===== src/rtl/uart_tx_arb.sv =====
// Four-port byte arbiter feeding a single uart_tx.
// Round-robin lock per message, released on last byte or idle timeout.
module uart_tx_arb #(
    parameter int unsigned TIMEOUT = 1024
) (
    input  logic        clk,
    input  logic        reset,
    input  logic [3:0]  req,
    input  logic [31:0] data,
    input  logic [3:0]  last,
    output logic [3:0]  ack,
    output logic [3:0]  grant,
    output logic        tx_req,
    input  logic        tx_ready,
    output logic [7:0]  tx_data,
    output logic        busy
);

    typedef enum logic {
        IDLE,
        LOCK
    } state_e;

    localparam logic [15:0] CNT_MAX = 16'(TIMEOUT - 1);

    state_e      state_q;
    logic [3:0]  grant_q;
    logic [1:0]  owner_q;
    logic [1:0]  ptr_q;
    logic [15:0] cnt_q;

    logic [7:0]  req2;
    logic [3:0]  rot;
    logic [1:0]  off;
    logic [1:0]  pick;
    logic        accept;

    // Rotate requests so bit 0 is the port under the pointer.
    assign req2 = {req, req};
    assign rot  = req2[{1'b0, ptr_q} +: 4];

    always_comb begin
        off = 2'd0;
        if (rot[0])      off = 2'd0;
        else if (rot[1]) off = 2'd1;
        else if (rot[2]) off = 2'd2;
        else if (rot[3]) off = 2'd3;
    end

    assign pick    = ptr_q + off;
    assign tx_req  = (state_q == LOCK) && req[owner_q];
    assign tx_data = (state_q == LOCK) ? data[{owner_q, 3'b000} +: 8] : 8'h00;
    assign accept  = tx_req && tx_ready;
    assign ack     = {4{accept}} & grant_q;
    assign grant   = grant_q;
    assign busy    = |grant_q;

    always_ff @(posedge clk) begin
        if (reset) begin
            state_q <= IDLE;
            grant_q <= 4'b0000;
            owner_q <= 2'd0;
            ptr_q   <= 2'd0;
            cnt_q   <= 16'd0;
        end else begin
            case (state_q)
                IDLE: begin
                    if (|req) begin
                        state_q <= LOCK;
                        owner_q <= pick;
                        grant_q <= 4'b0001 << pick;
                        cnt_q   <= 16'd0;
                    end
                end
                LOCK: begin
                    if (accept && last[owner_q]) begin
                        state_q <= IDLE;
                        grant_q <= 4'b0000;
                        ptr_q   <= owner_q + 2'd1;
                        cnt_q   <= 16'd0;
                    end else if (req[owner_q]) begin
                        cnt_q <= 16'd0;
                    end else if (cnt_q == CNT_MAX) begin
                        state_q <= IDLE;
                        grant_q <= 4'b0000;
                        ptr_q   <= owner_q + 2'd1;
                        cnt_q   <= 16'd0;
                    end else if (cnt_q != 16'hFFFF) begin
                        cnt_q <= cnt_q + 16'd1;
                    end
                end
                default: begin
                    state_q <= IDLE;
                    grant_q <= 4'b0000;
                end
            endcase
        end
    end

endmodule


===== config.mk =====
export PLATFORM = sky130hd
export DESIGN_NAME = uart_tx_arb
export DESIGN_NICKNAME = d
export VERILOG_FILES = /design/src/rtl/uart_tx_arb.sv
export SDC_FILE = /design/constraint.sdc
export NUM_CORES = 1
export LEC_CHECK = 0
export ABC_AREA = 0
export BUFFER_PORTS_ARGS = -buffer_cell sky130_fd_sc_hd__buf_2
export CAP_MARGIN = 20
export CORE_ASPECT_RATIO = 0.6
export CORE_MARGIN = 8
export CORE_UTILIZATION = 55
export DETAILED_ROUTE_END_ITERATION = 7
export PLACE_DENSITY = 0.86
export SLEW_MARGIN = 25
export SYNTH_ARGS = -nofsm -noshare
export SYNTH_HDL_FRONTEND = slang
export SYNTH_SLANG_ARGS = --single-unit

===== constraint.sdc =====
create_clock -name clk -period 6.1 [get_ports clk]
set_clock_uncertainty 0.2 [all_clocks]
set_input_delay 1.22 -clock clk [delete_from_list [all_inputs] [get_ports clk]]
set_output_delay 1.22 -clock clk [all_outputs]
set_load 0.05 [all_outputs]

==> run metrics <==
max-cap viol count 0; Setup crit start req[2]; WP data arrival 2470 ps; Root Buffer clkbuf_8; Reg clk slew, reported paths 90 ps; routed len/inst 16.9 um; WL met2 2.48 mm; post-route setup TNS 0 ps; core box area 3220 um^2; Detail Route Antenna Nets 0; Starting Density 57.3%; CTS-repair resized insts 0; most used flip-flop cell after synthesis dfxtp_1; worst-path fanout max 10; vias in the first global route 1,875; CTS Buffer Depth 2; # IOs 61; Layout area overhead 17.8%; clock latency on the worst-skew pair 270 ps; FF-to-FF path depth 5; cts hold-fix bufs 0; syn avg cell area 8.20 um^2; leakage power 0.895 nW; Yosys warning total 0; Post-synth EDFFs 0; max layer used met4; Netlist cell types 45; CTS tree yes; layout cells sized above 1 27.7%; most common cell after layout, fill and taps aside buf_2; pins over their slew limit 0; Tcrit/Tclk final 63.8%; largest net degree at the start of global routing 19; Inserted Clock Buffers 3; Reg-to-Reg Start owner_q[0]; Worst setup SP type primary input; total grt overflow 0; type of destination of the critical path output pin; FF/Latch Area 500 um^2; clk sinks 25; Die ar. 5530 um^2; register area share after synthesis 27.1%; Die W 90.8 um; final hold slack 300 ps; Worst R2R End cnt_q[8]; fin crit period 3890 ps; synthesized cell area 1850 um^2; fmax 0.257 GHz; number of setup buffers added after CTS 0; DR DRC count 0; Fin. Hold Viols 0; First-pass DRT Iterations 5; All-Layer GR Usage 19.0%; detailed placement HPWL 4.20 mm; Vias 1,960; syn_nets 270; outcome completed; Vias/cell 6.14; Critical Path Sink ack[1]; FF+latch count, synth 25; nets 320; cell row count 16; DR iter-0 viols 265; headroom to the max-slew limit 48.5%; fillcell total 283; CP Data Required Time 4680 ps; largest vdd supply drop 137 uV; Setup CP Type primary input to output pin; first-pass GRT wire length 8.56 mm; Final GP Congestion 0.891; register-to-register setup slack 3280 ps; RSZ-0062 raised after global routing no; # setup viols final 0; wl on met1 2.38 mm; commonest non-fill, non-tap cells in the layout buf_2, dfxtp_1, nand2_1, a21oi_1, nor2_1; Slew @ Worst Pin 770 ps; Routed Wire Length 5.39 mm; met3 routed WL 494 um; initial antenna violation count 0; Die Height 60.9 um; Pwr per Cell Area 183 nW/um^2; ys async rst share 0%; Synth Instances 225; Worst Hold Class flop to flop; PortBufs 60; H-tree depth 1; # diodes 0; area of the multi-input gates 1250 um^2
==> power by group <==
part           internal, mW  leakage, nW  switching, mW  total (mW)
sequential            0.167        0.203         0.0118       0.179
clock                0.0458       0.0255         0.0533      0.0991
combinational        0.0473        0.667         0.0723       0.120
total                 0.261        0.895          0.137       0.398
==> sequential cells by signal, summed over array words and instances, names as in the netlist <==
register and count:
cnt_q 16, state_q 1, owner_q 2, ptr_q 2
grant 4
==> synthesized netlist by cell type, types with 3 or more instances <==
master	n	share of area, %
and4_1	3	1.4
o21ai_0	5	1.4
mux4_2	9	11
a31oi_1	3	1.0
dfxtp_1	25	27
nor2_1	13	2.6
nand4_1	7	2.4
inv_1	6	1.2
a21oi_1	17	4.6
nor4_1	3	1.0
o22ai_1	5	1.7
clkbuf_1	8	1.6
nor3_1	9	2.4
mux2i_1	11	6.0
or4_1	4	1.6
and3_1	8	2.7
a21o_1	4	1.6
nand2_1	24	4.9
and2_1	10	3.4
nand2b_1	5	1.7
nand3_1	12	3.3
buf_2	4	1.1
==> critical path: stages <==
cell	delay [ps]
buf_2	190
mux2i_1	110
o22ai_1	470
and3_1	230
buf_2	260
==> through the flow <==
step	instances	power, mW	utilization, %	setup slack, ps	instance area [um^2]
2_1_floorplan	225	0.270	-	1690	1850
3_3_place_gp	315	0.297	66.0	2280	2130
3_5_place_dp	315	0.301	66.0	2240	2130
4_1_cts	319	0.399	67.5	2230	2170
5_1_grt	319	0.416	67.5	2090	2170
6_report	319	0.398	67.5	2210	2170
==> kinds of logic after synthesis <==
logic type               share of synthesized area [%]
multiplexers                                      17.6
XOR/XNOR                                         0.949
AND/OR/NAND/NOR                                   31.4
AO/OA/AOI/OAI                                     16.4
flip-flops                                        27.1
buffers and inverters                             5.22
adder cells (fa/ha/maj)                           1.36
==> cell type report <==
class | instances | area share, %
Clock buffer | 3 | 1.90
Clock inverter | 1 | 0.230
Inverter | 6 | 1.04
Multi-Input combinational cell | 179 | 57.4
Sequential cell | 25 | 23.0
Tap cell | 45 | 2.59
Timing Repair Buffer | 60 | 13.8
==> layer usage <==
metal | track usage, % | vias to the layer above
li1 | - | 947
met3 | 6.17 | 9
met2 | 31.5 | 97
met1 | 24.1 | 907
met4 | 3.70 | 0
met5 | 0 | -
==> worst min path at each step <==
stage / start / to / slack [ps] / cells past startpoint
finish: cnt_q[9] / cnt_q[9] / 300 / 1
global route: cnt_q[9] / cnt_q[9] / 310 / 1
CTS: cnt_q[9] / cnt_q[9] / 300 / 1
detailed placement: grant[3] / grant[3] / 280 / 1
global placement: cnt_q[9] / cnt_q[9] / 280 / 1
floorplan: cnt_q[9] / cnt_q[9] / 250 / 1
(Power assumes the default switching activity.)
